[src/rtl/lift_pkg.sv]
// Shared types and constants for the lift car controller: state and direction
// encodings, floor code width and the valid-floor mask helper.
package lift_pkg;

   localparam int FLOOR_W    = 3;
   localparam int MAX_FLOORS = 8;

   typedef enum logic [1:0] {
      ST_IDLE      = 2'd0,
      ST_MOVE_UP   = 2'd1,
      ST_MOVE_DOWN = 2'd2,
      ST_DOOR_OPEN = 2'd3
   } lift_state_e;

   typedef enum logic {
      DIR_UP   = 1'b0,
      DIR_DOWN = 1'b1
   } lift_dir_e;

   // One bit per served floor; call bits outside this mask are never latched.
   function automatic logic [MAX_FLOORS-1:0] valid_mask(input int num_floors);
      logic [MAX_FLOORS-1:0] m;
      for (int f = 0; f < MAX_FLOORS; f++) begin
         m[f] = (f < num_floors);
      end
      return m;
   endfunction

endpackage

[src/rtl/lift_call_scanner.sv]
// Combinational call scanner: reports whether a call exists at, above or
// below the given floor.
module lift_call_scanner
   import lift_pkg::*;
(
   input  logic [MAX_FLOORS-1:0] i_req,
   input  logic [FLOOR_W-1:0]    i_floor,
   output logic                  o_hit,
   output logic                  o_above,
   output logic                  o_below
);

   logic [MAX_FLOORS-1:0] w_above_bits;
   logic [MAX_FLOORS-1:0] w_below_bits;

   genvar gi;
   generate
      for (gi = 0; gi < MAX_FLOORS; gi++) begin : g_cmp
         assign w_above_bits[gi] = i_req[gi] & (FLOOR_W'(gi) > i_floor);
         assign w_below_bits[gi] = i_req[gi] & (FLOOR_W'(gi) < i_floor);
      end
   endgenerate

   assign o_hit   = i_req[i_floor];
   assign o_above = |w_above_bits;
   assign o_below = |w_below_bits;

endmodule

[src/rtl/lift_floor_controller.sv]
// Lift car controller: latches floor calls, sweeps the car up/down one floor
// at a time and holds the door open for a fixed time at each served floor.
module lift_floor_controller
   import lift_pkg::*;
#(
   parameter int NUM_FLOORS  = 8,
   parameter int MOVE_CYCLES = 4,
   parameter int DOOR_CYCLES = 6
)(
   input  logic                  clk,
   input  logic                  rst_n,
   input  logic [MAX_FLOORS-1:0] call_req,
   output logic [FLOOR_W-1:0]    floor,
   output logic                  moving_up,
   output logic                  moving_down,
   output logic                  door_open,
   output logic [MAX_FLOORS-1:0] pending
);

   localparam logic [MAX_FLOORS-1:0] VALID_MASK = valid_mask(NUM_FLOORS);
   localparam int MOVE_W = (MOVE_CYCLES > 1) ? $clog2(MOVE_CYCLES) : 1;
   localparam int DOOR_W = (DOOR_CYCLES > 1) ? $clog2(DOOR_CYCLES) : 1;
   localparam logic [MOVE_W-1:0] MOVE_LAST = MOVE_W'(MOVE_CYCLES - 1);
   localparam logic [DOOR_W-1:0] DOOR_LAST = DOOR_W'(DOOR_CYCLES - 1);

   lift_state_e           r_state;
   logic [FLOOR_W-1:0]    r_floor;
   logic [MAX_FLOORS-1:0] r_pending;
   lift_dir_e             r_last_dir;
   logic [MOVE_W-1:0]     r_move_cnt;
   logic [DOOR_W-1:0]     r_door_cnt;

   lift_state_e           w_state_next;
   logic [FLOOR_W-1:0]    w_floor_next;
   logic [MAX_FLOORS-1:0] w_pending_next;
   lift_dir_e             w_dir_next;
   logic [MOVE_W-1:0]     w_move_cnt_next;
   logic [DOOR_W-1:0]     w_door_cnt_next;

   logic [MAX_FLOORS-1:0] w_req_in;
   logic [MAX_FLOORS-1:0] w_scan_req;
   logic                  w_arrive;
   logic [FLOOR_W-1:0]    w_step_floor;
   logic [FLOOR_W-1:0]    w_scan_floor;
   logic                  w_hit;
   logic                  w_above;
   logic                  w_below;

   assign w_req_in     = call_req & VALID_MASK;
   assign w_scan_req   = r_pending | w_req_in;
   assign w_arrive     = ((r_state == ST_MOVE_UP) || (r_state == ST_MOVE_DOWN)) &&
                         (r_move_cnt == MOVE_LAST);
   assign w_step_floor = (r_state == ST_MOVE_UP) ? r_floor + FLOOR_W'(1)
                                                 : r_floor - FLOOR_W'(1);
   // On the arrival edge the stop/continue decision is made for the new floor.
   assign w_scan_floor = w_arrive ? w_step_floor : r_floor;

   lift_call_scanner u_scanner (
      .i_req   (w_scan_req),
      .i_floor (w_scan_floor),
      .o_hit   (w_hit),
      .o_above (w_above),
      .o_below (w_below)
   );

   always_comb begin
      w_state_next    = r_state;
      w_floor_next    = r_floor;
      w_pending_next  = w_scan_req;
      w_dir_next      = r_last_dir;
      w_move_cnt_next = r_move_cnt;
      w_door_cnt_next = r_door_cnt;
      case (r_state)
         ST_IDLE: begin
            w_move_cnt_next = '0;
            w_door_cnt_next = '0;
            if (w_hit) begin
               w_state_next            = ST_DOOR_OPEN;
               w_pending_next[r_floor] = 1'b0;
            end else if (r_last_dir == DIR_UP && w_above) begin
               w_state_next = ST_MOVE_UP;
            end else if (r_last_dir == DIR_DOWN && w_below) begin
               w_state_next = ST_MOVE_DOWN;
            end else if (w_above) begin
               w_state_next = ST_MOVE_UP;
               w_dir_next   = DIR_UP;
            end else if (w_below) begin
               w_state_next = ST_MOVE_DOWN;
               w_dir_next   = DIR_DOWN;
            end
         end
         ST_MOVE_UP, ST_MOVE_DOWN: begin
            if (w_arrive) begin
               w_floor_next    = w_step_floor;
               w_move_cnt_next = '0;
               if (w_hit) begin
                  w_state_next                 = ST_DOOR_OPEN;
                  w_pending_next[w_step_floor] = 1'b0;
                  w_door_cnt_next              = '0;
               end else if (!((r_state == ST_MOVE_UP && w_above) ||
                              (r_state == ST_MOVE_DOWN && w_below))) begin
                  w_state_next = ST_IDLE;
               end
            end else begin
               w_move_cnt_next = r_move_cnt + MOVE_W'(1);
            end
         end
         ST_DOOR_OPEN: begin
            // A call for the open floor is absorbed by keeping the door open longer.
            w_pending_next[r_floor] = 1'b0;
            if (w_hit) begin
               w_door_cnt_next = '0;
            end else if (r_door_cnt == DOOR_LAST) begin
               w_state_next    = ST_IDLE;
               w_door_cnt_next = '0;
            end else begin
               w_door_cnt_next = r_door_cnt + DOOR_W'(1);
            end
         end
         default: w_state_next = ST_IDLE;
      endcase
   end

   always_ff @(posedge clk or negedge rst_n) begin
      if (!rst_n) begin
         r_state    <= ST_IDLE;
         r_floor    <= '0;
         r_pending  <= '0;
         r_last_dir <= DIR_UP;
         r_move_cnt <= '0;
         r_door_cnt <= '0;
      end else begin
         r_state    <= w_state_next;
         r_floor    <= w_floor_next;
         r_pending  <= w_pending_next;
         r_last_dir <= w_dir_next;
         r_move_cnt <= w_move_cnt_next;
         r_door_cnt <= w_door_cnt_next;
      end
   end

   assign floor       = r_floor;
   assign pending     = r_pending;
   assign moving_up   = (r_state == ST_MOVE_UP);
   assign moving_down = (r_state == ST_MOVE_DOWN);
   assign door_open   = (r_state == ST_DOOR_OPEN);

endmodule
[config.mk]
export PLATFORM = sky130hd
export DESIGN_NAME = lift_floor_controller
export DESIGN_NICKNAME = d
export VERILOG_FILES = /design/src/rtl/lift_pkg.sv /design/src/rtl/lift_call_scanner.sv /design/src/rtl/lift_floor_controller.sv
export SDC_FILE = /design/constraint.sdc
export NUM_CORES = 1
export LEC_CHECK = 0
export ABC_CLOCK_PERIOD_IN_PS = 2950
export BUFFER_PORTS_ARGS = -buffer_cell sky130_fd_sc_hd__buf_4
export CAP_MARGIN = 10
export CORE_ASPECT_RATIO = 0.5
export CORE_MARGIN = 2
export CORE_UTILIZATION = 30
export CTS_BUF_LIST = sky130_fd_sc_hd__clkbuf_8
export DETAILED_ROUTE_END_ITERATION = 6
export PLACE_DENSITY = 0.62
export SYNTH_ARGS = -nofsm -noshare
export SYNTH_HDL_FRONTEND = slang
export SYNTH_HIERARCHICAL = 1
export SYNTH_SLANG_ARGS = --single-unit
export TNS_END_PERCENT = 1
[constraint.sdc]
create_clock -name clk -period 2.95 [get_ports clk]
set_input_delay 0.1475 -clock clk [delete_from_list [all_inputs] [get_ports clk]]
set_output_delay 0.1475 -clock clk [all_outputs]
set_load 0.01 [all_outputs]
==> flow_metrics.py <==
metrics = {
    "global_routing": {
        "antenna_found_initial": 0,
        "grt_pass1_vias": 1339,
        "grt_pass1_wl_um": 6360,
        "grt_max_degree": 20,
        "gr-usage-all-layers_pct": 15.3,
        "overflow": 0,
    },
    "timing": {
        "fmax_mhz": 349,
        "rsz0062_at_grt": "true",
        "finalMaxSlewViolations": 0,
        "period_share_pct": 97.0,
        "setup_violations": 0,
        "fin_setup_tns_ns": 0,
        "hold_viol": 0,
        "slew-limit-headroom_pct": 74.7,
        "tightest_slew_ns": 0.375,
        "clock_skew_ns": 0.00554,
        "hold-worst-slack_ns": 0.172,
        "layout_min_cycle_time_ns": 2.86,
        "timing.final.ws_setup_ns": 0.0879,
    },
    "cts": {
        "cts.sinks": 19,
        "clock_path_buffers": 2,
        "cts_max_level": 1,
        "worstSkewPairLatency_ns": 0.26,
        "numCtsBuffers": 3,
        "clk_pin_slew_ns": 0.08,
        "cts_tree": "done",
        "root_buffer": "clkbuf_8",
    },
    "final_layout": {
        "fin_area_sq_um": 1960,
        "drive_gt1_share_pct": 40.1,
        "fin_nets": 220,
        "syn_to_final_growth_pct": 35.2,
        "diodes": 0,
    },
    "yosys": {
        "syn_nets": 180,
        "synth_ff_type": "dfrtp_1",
        "synth-edff-count": 0,
        "yosys_warnings": 6,
        "syn_area_per_cell_sq_um": 8.87,
        "ys_async_sr_fraction_pct": 100,
        "syn_inst": 163,
        "synth.most_common_cell": "dfrtp_1",
        "yosys-top-cells-count": "19 x dfrtp_1, 14 x o21ai_0, 13 x inv_1, 13 x nand2_1, 9 x a21oi_1",
        "synthDistinctLibCells": 46,
        "seq_area_frac_synth_pct": 32.9,
        "ys_top_cells_by_area": "dfrtp_1 33%, ha_1 5.2%, o21ai_0 4.8%",
        "ys_seq_elements": 19,
        "synth_area_sq_um": 1450,
        "synth_top_area_share_pct": 32.9,
        "synth_top_cell_by_area": "dfrtp_1",
    },
    "place": {
        "place_ws_ns": -0.0175,
        "gp_congestion": 0.849,
        "port_buffers": 23,
        "post-dp-hpwl_um": 2870,
        "placed_area_sq_um": 1820,
    },
    "detailed_routing": {
        "vias": 1369,
        "post-route-drc-count": 0,
        "first_iter_violations": 94,
        "routed_wl_um": 3870,
        "vias_per_cell": 5.11,
        "dr.pass1.iters": 4,
        "routedWlPerCell_um": 14.4,
        "ant_nets": 0,
    },
    "critical_path": {
        "crit_path_start_kind": "flop",
        "reg2reg_from": "r_state[1]",
        "regToRegSetupSlack_ns": 0.09,
        "reg2reg_to": "r_state[0]",
        "path_class": "reg -> reg",
        "cp.arrival_ns": 3.01,
        "crit_fanout": 8,
        "reg2reg_depth": 11,
        "worstPathRequired_ns": 3.10,
        "cp-end-kind": "flop",
    },
    "floorplan": {
        "coreArea_sq_um": 4510,
        "initial_core_util_pct": 32.1,
        "die_height_um": 53.1,
        "rows": 17,
        "pin_count": 24,
        "die_w_um": 102,
        "die_area_sq_um": 5430,
    },
    "power": {
        "peakVddDrop_uv": 366,
        "p_leak_nw": 0.831,
        "p_per_area_nw_per_um2": 1340,
    },
    "run": {
        "maxCapViolations": 0,
    },
    "hold_path": {
        "hold_end": "pending[4]",
        "hp-start": "call_req[4]",
        "hold-path-cell-count": 3,
        "hold_path_class": "in -> reg",
    },
    "run_status": {
        "status": "complete, no violations",
    },
}
## logic make-up (layout without fill, tap and decap cells)
| kind of cell | count (synthesis) | count (layout) | synth area share [%] |
|---|---|---|---|
| AOI/OAI and AO/OA | 53 | 53 | 23.6 |
| muxes | 5 | 5 | 5.97 |
| DFF | 19 | 19 | 32.9 |
| xor gates and xnor gates | 7 | 7 | 4.76 |
| adders and majority gates | 8 | 8 | 7.27 |
| buffers and inverters | 24 | 63 | 8.04 |
| and+or+nand+nor | 47 | 47 | 17.5 |
## routing by layer
| layer | routed length, um | up-vias | global-route usage, % |
|---|---|---|---|
| met5 | 0 | - | 0 |
| met4 | 20 | 0 | 2.67 |
| met3 | 209 | 2 | 3.57 |
| met2 | 1890 | 40 | 26.4 |
| met1 | 1750 | 658 | 20.0 |
| li1 | - | 669 | - |
## state kept, by name (all words and copies together), names as in the netlist
| signal | count |
|---|---|
| floor | 3 |
| pending | 8 |
| r_door_cnt | 3 |
| r_last_dir | 1 |
| r_move_cnt | 2 |
| r_state | 2 |
## cell usage in the layout (no fill, tap or decap), types with 2 or more instances in the layout
master and count:
o21ai_0 12, ha_1 4, a21oi_1 8, o41ai_1 6, nor2b_1 3, nor2_2 2, dfrtp_1 18, o21ai_1 4
inv_2 4, mux2_2 2, clkbuf_8 3, ha_4 2, nand2_2 2, xnor2_2 3, buf_4 44, nand2_1 12
or2_2 5, nand3_1 6, nor2_1 7, mux4_1 2, a31oi_1 6, a21o_1 3, xnor2_1 4, o31ai_1 2
inv_1 10
## through the flow
step,power [mW],utilization (%),cells
final,2.62,43.4,268
after global routing,2.84,43.4,268
after CTS,2.52,42.0,266
after detailed placement,2.30,40.5,261
after global placement,2.26,40.5,261
after floorplan,1.72,-,163
## worst max path at each step
stage / startpoint / end / slack (ns) / cells after the start
global placement: r_state[1] / r_state[0] / 0.04 / 10
CTS: r_state[0] / r_state[0] / 0.002 / 11
detailed placement: r_state[0] / r_state[0] / -0.02 / 13
global route: r_state[0] / r_state[1] / -0.03 / 13
floorplan: floor[0] / r_state[0] / -0.04 / 11
finish: r_state[1] / r_state[0] / 0.09 / 11
## cell type report
cell class	instances	area, sq um
fillers	444	2550
multi-input cells	120	957
flip-flops and latches	19	477
repair buffers	45	340
well taps	66	82.6
inverters	14	52.6
clock buffers	3	41.3
clock inverters	1	5.00
## report_power, final
group	leakage [nW]	internal, mW	switching [mW]
combinational	0.575	0.914	1.05
clock	0.0255	0.0941	0.0969
sequential	0.231	0.379	0.0849
## what timing repair did
| item | CTS | global route |
|---|---|---|
| setup buffers | 0 | 2 |
| endpoints found under the hold margin | 19 | 0 |
| resized for setup | 3 | 13 |
| setup endpoints to repair | 2 | 9 |
| hold buffers | 1 | 0 |
| pin swaps | 1 | 7 |
## critical path: stages, from the launching register on
cell and delay, ns:
dfrtp_1 0.39, inv_2 0.10, ha_4 0.14, fa_2 0.43, o21ai_1 0.15, buf_4 0.17, mux4_1 0.29, mux2_4 0.35
inv_2 0.13, a32oi_1 0.12, nand3_1 0.13, mux2_2 0.34
No activity file was read; power rests on OpenSTA's default activity.
